$ cat src/rtl/instruction_fetch_unit.sv
// Fetch stage: owns the PC, registers each fetched word and hands it
// downstream over valid/ready, with redirect flush and HALT/resume.
module instruction_fetch_unit #(
  parameter int ADDR_WIDTH = 4,
  parameter int INSTR_WIDTH = 16,
  parameter logic [ADDR_WIDTH-1:0] RESET_PC = '0,
  parameter logic [3:0] HALT_OPCODE = 4'hF
) (
  input  logic                   clk,
  input  logic                   reset,
  output logic [ADDR_WIDTH-1:0]  imem_addr,
  input  logic [INSTR_WIDTH-1:0] imem_data,
  input  logic                   redirect_valid,
  input  logic [ADDR_WIDTH-1:0]  redirect_addr,
  output logic [INSTR_WIDTH-1:0] instr_out,
  output logic [ADDR_WIDTH-1:0]  instr_pc,
  output logic                   instr_valid,
  input  logic                   instr_ready,
  output logic                   halted,
  input  logic                   resume
);

  typedef enum logic {
    RUN  = 1'b0,
    HALT = 1'b1
  } state_t;

  state_t                state;
  logic [ADDR_WIDTH-1:0] pc;
  logic                  slot_free;
  logic                  is_halt;

  assign slot_free = !instr_valid || instr_ready;
  assign is_halt   = imem_data[INSTR_WIDTH-1 -: 4] == HALT_OPCODE;
  assign imem_addr = pc;
  // HALT word must be accepted before the stage reports halted
  assign halted    = (state == HALT) && !instr_valid;

  always_ff @(posedge clk) begin
    if (!reset) begin
      pc          <= RESET_PC;
      state       <= RUN;
      instr_valid <= 1'b0;
      instr_out   <= '0;
      instr_pc    <= '0;
    end else if (redirect_valid) begin
      pc          <= redirect_addr;
      instr_valid <= 1'b0;
      state       <= RUN;
    end else begin
      unique case (state)
        HALT: begin
          if (halted && resume)
            state <= RUN;
          else if (instr_valid && instr_ready)
            instr_valid <= 1'b0;
        end
        RUN: begin
          if (slot_free) begin
            instr_out   <= imem_data;
            instr_pc    <= pc;
            instr_valid <= 1'b1;
            pc          <= pc + 1'b1;
            if (is_halt)
              state <= HALT;
          end
        end
        default: state <= RUN;
      endcase
    end
  end

endmodule

$ cat config.mk
export PLATFORM = sky130hd
export DESIGN_NAME = instruction_fetch_unit
export DESIGN_NICKNAME = d
export VERILOG_FILES = /design/src/rtl/instruction_fetch_unit.sv
export SDC_FILE = /design/constraint.sdc
export NUM_CORES = 1
export LEC_CHECK = 0
export CORE_UTILIZATION = 38
export DETAILED_ROUTE_END_ITERATION = 8
export DONT_BUFFER_PORTS = 1
export SLEW_MARGIN = 20
export SYNTH_ARGS = -nofsm -noshare
export SYNTH_HDL_FRONTEND = slang
export SYNTH_SLANG_ARGS = --single-unit
$ cat constraint.sdc
create_clock -name clk -period 2.75 [get_ports clk]
set_clock_uncertainty 0.1 [all_clocks]
set_input_delay 0.55 -clock clk [delete_from_list [all_inputs] [get_ports clk]]
set_output_delay 0.55 -clock clk [all_outputs]
set_load 0.1 [all_outputs]
==> impl_metrics.tcl <==
set metrics [dict create \
    critical_path.endpoint_type "output port" \
    leakagePower_nw 0.556 \
    pwr-share-clk 0.283 \
    die_width_um 57.4 \
    antenna_cells_inserted 0 \
    worstMarginPinSlew_ns 1.04 \
    power.internal_mw 0.595 \
    unrepaired_setup_endpoints_after_global_routing "false" \
    syn_area_mm2 0.00117 \
    total_overflow_reported_by_the_global_router 0 \
    vertical_die_dimension_um 57.4 \
    critical_path_cell_count 0 \
    detail_route.drc_violations 2 \
    netSwitchingPower_mw 0.341 \
    detailedRoute.firstIterationViolations 52 \
    timing_hold_violations_final 0 \
    tritoncts_num_sinks 26 \
    most_area_consuming_cells_after_synthesis "dfxtp_1, o31ai_1, nand4_1" \
    netSwitchingFraction 0.364 \
    initial_core_util 0.412 \
    detail-route-antenna-nets 0 \
    global_route_wire_length_before_repair_um 4820 \
    synth-warning-count 0 \
    ys_seq_elements 26 \
    cp.required_ns 2.10 \
    slew_viol_final 0 \
    arrival_time_reported_for_the_critical_path_endpoint_ns 1.36 \
    final_critical_path_setup_slack_ns 0.745 \
    post_drt_via_cell_ratio 6.37 \
    grt_max_degree 30 \
    share_comb_of_total_power 0.258 \
    syn2layout_area_growth_pct 17.1 \
    path_max_fanout 4 \
    avgSynthCellArea_um2 8.70 \
    synthDominantCellAreaShare 0.446 \
    tritoncts.num_buffers 3 \
    slew_headroom 0.307 \
    grt_antenna_before_repair 0 \
    share_of_flip_flops_with_an_asynchronous_set_or_reset_after_synthesis 0 \
    critical_path.startpoint "imem_addr[3]" \
    launch_instance_of_the_worst_register_to_register_path "instr_valid" \
    synthMostInstantiatedCell "dfxtp_1" \
    drive_gt1_frac 0.215 \
    placement_rows 19 \
    io_buffers 0 \
    timing.reg2reg.worst_path_depth 4 \
    cts_buffer_depth 2 \
    ioPinCount 51 \
    postCtsSetupRepairBufs 0 \
    synth_edf_count 0 \
    power.density_mw_per_mm2 685 \
    timing.critical_path.from_type "flip-flop" \
    synth_area_leader_cell "dfxtp_1" \
    route.detailed.wl_per_inst_um 17.5 \
    final_net_count 171 \
    worstHoldStart "resume" \
    setup.worst_path.class "reg -> out" \
    post_cts_resized 0 \
    synthesis.nets 160 \
    core_region_area_mm2 0.00283 \
    clkLatencyLatePin_ns 0.32 \
    clk_root_buffer_cell "clkbuf_4" \
    placement.setup.worst_slack_ns 0.927 \
    hold-worst-slack_ns 0.205 \
    finalWirelength_um 3070 \
    setup_viol 0 \
    status "finished with violations" \
    max-vdd-ir-drop_uv 303 \
    fmax_mhz 499 \
    max_cap_violations 0 \
    post_synth_most_frequent_cells "dfxtp_1, a21oi_1, nand4_1, o31ai_1, buf_2" \
    drtPass1Iterations 6 \
    grt_pass1_vias 1047 \
    route.vias.total 1115 \
    design.die.area_mm2 0.00329 \
    clk_pin_slew_ns 0.14 \
    synth.distinct_cells 23 \
    cts.htree.levels 1 \
    timing.setup.tns_ns 0 \
    postSynth.topFlopCell "dfxtp_1" \
    min_path_cells 1 \
    failing_checks "DRC" \
    tritoncts_clock_tree "built" \
    synthCells 134 \
    track_usage 0.186 \
    worst_hold_path_type "in -> reg" \
    finalCritPeriodShare 0.729 \
    hpwl_detailed_um 2030 \
    yosysSeqAreaShare 0.446 \
    final.min_clock_period_ns 2.01 \
    seq_power_share 0.459 \
    postCtsHoldBufs 0 \
    globalplace.congestion 0.775 \
]
[final timing paths]
path              slack, ns           end
setup / recovery       0.74  imem_addr[3]
hold / removal         0.21         state
setup reg to reg       0.85  imem_addr[2]
hold reg to reg        0.39  instr_out[8]
[metal layers]
metal	global-route usage	wire length, um	vias up
li1	-	-	538
met1	0.248	1360	532
met2	0.279	1400	39
met3	0.0522	260	6
met4	0.0836	53	0
met5	0	0	-
[flip-flops by register name, indices dropped and copies added, names as in the netlist]
register	count
instr_pc	4
state	1
instr_out	16
imem_addr	4
instr_valid	1
[placed cells by master, fill, tap and decap left out, drive strengths merged]
cell type and instances:
or3 1, or4 1, buf 24, ha 1, nand2b 1, bufinv 1
nand4 21, a21oi 22, dfxtp 26, nor2b 1, clkbuf 3, a31o 1
nor2 1, nand2 1, o21ai 6, a211oi 1, inv 4, nand3 2
a31oi 4, o31ai 21, and4 1
[per-stage QoR]
step | std cells | cell area [um2] | total power [mW] | util
floorplan | 134 | 1170 | 0.642 | -
global placement | 171 | 1310 | 0.676 | 0.464
detailed placement | 171 | 1310 | 0.680 | 0.464
CTS | 175 | 1370 | 0.941 | 0.483
global route | 175 | 1370 | 0.972 | 0.483
finish | 175 | 1370 | 0.936 | 0.483
[area by class of cell]
class | instances | area, um2
Sequential cell | 26 | 520
Inverter | 4 | 15.0
Multi-Input combinational cell | 86 | 546
Clock buffer | 3 | 22.5
Fill cell | 287 | 1460
Clock inverter | 1 | 30.0
Tap cell | 31 | 38.8
Timing Repair Buffer | 24 | 193
[cells by family (layout without fill, tap and decap cells)]
logic type               Yosys count  after routing  share of synthesized area
buffers and inverters             22             32                     0.0880
adder cells (fa/ha/maj)            1              1                     0.0107
AND/OR/NAND/NOR                   30             30                      0.164
AO/OA/AOI/OAI                     55             55                      0.291
flip-flops                        26             26                      0.446
[power by group through the flow]
stage / logic, mW / registers (mW) / clock network [mW]
3_3_place_gp: 0.238 / 0.438 / 0
5_1_grt: 0.252 / 0.432 / 0.288
2_1_floorplan: 0.0619 / 0.580 / 0
3_5_place_dp: 0.241 / 0.438 / 0
4_1_cts: 0.242 / 0.430 / 0.269
6_report: 0.241 / 0.430 / 0.265
(Power assumes the default switching activity.)
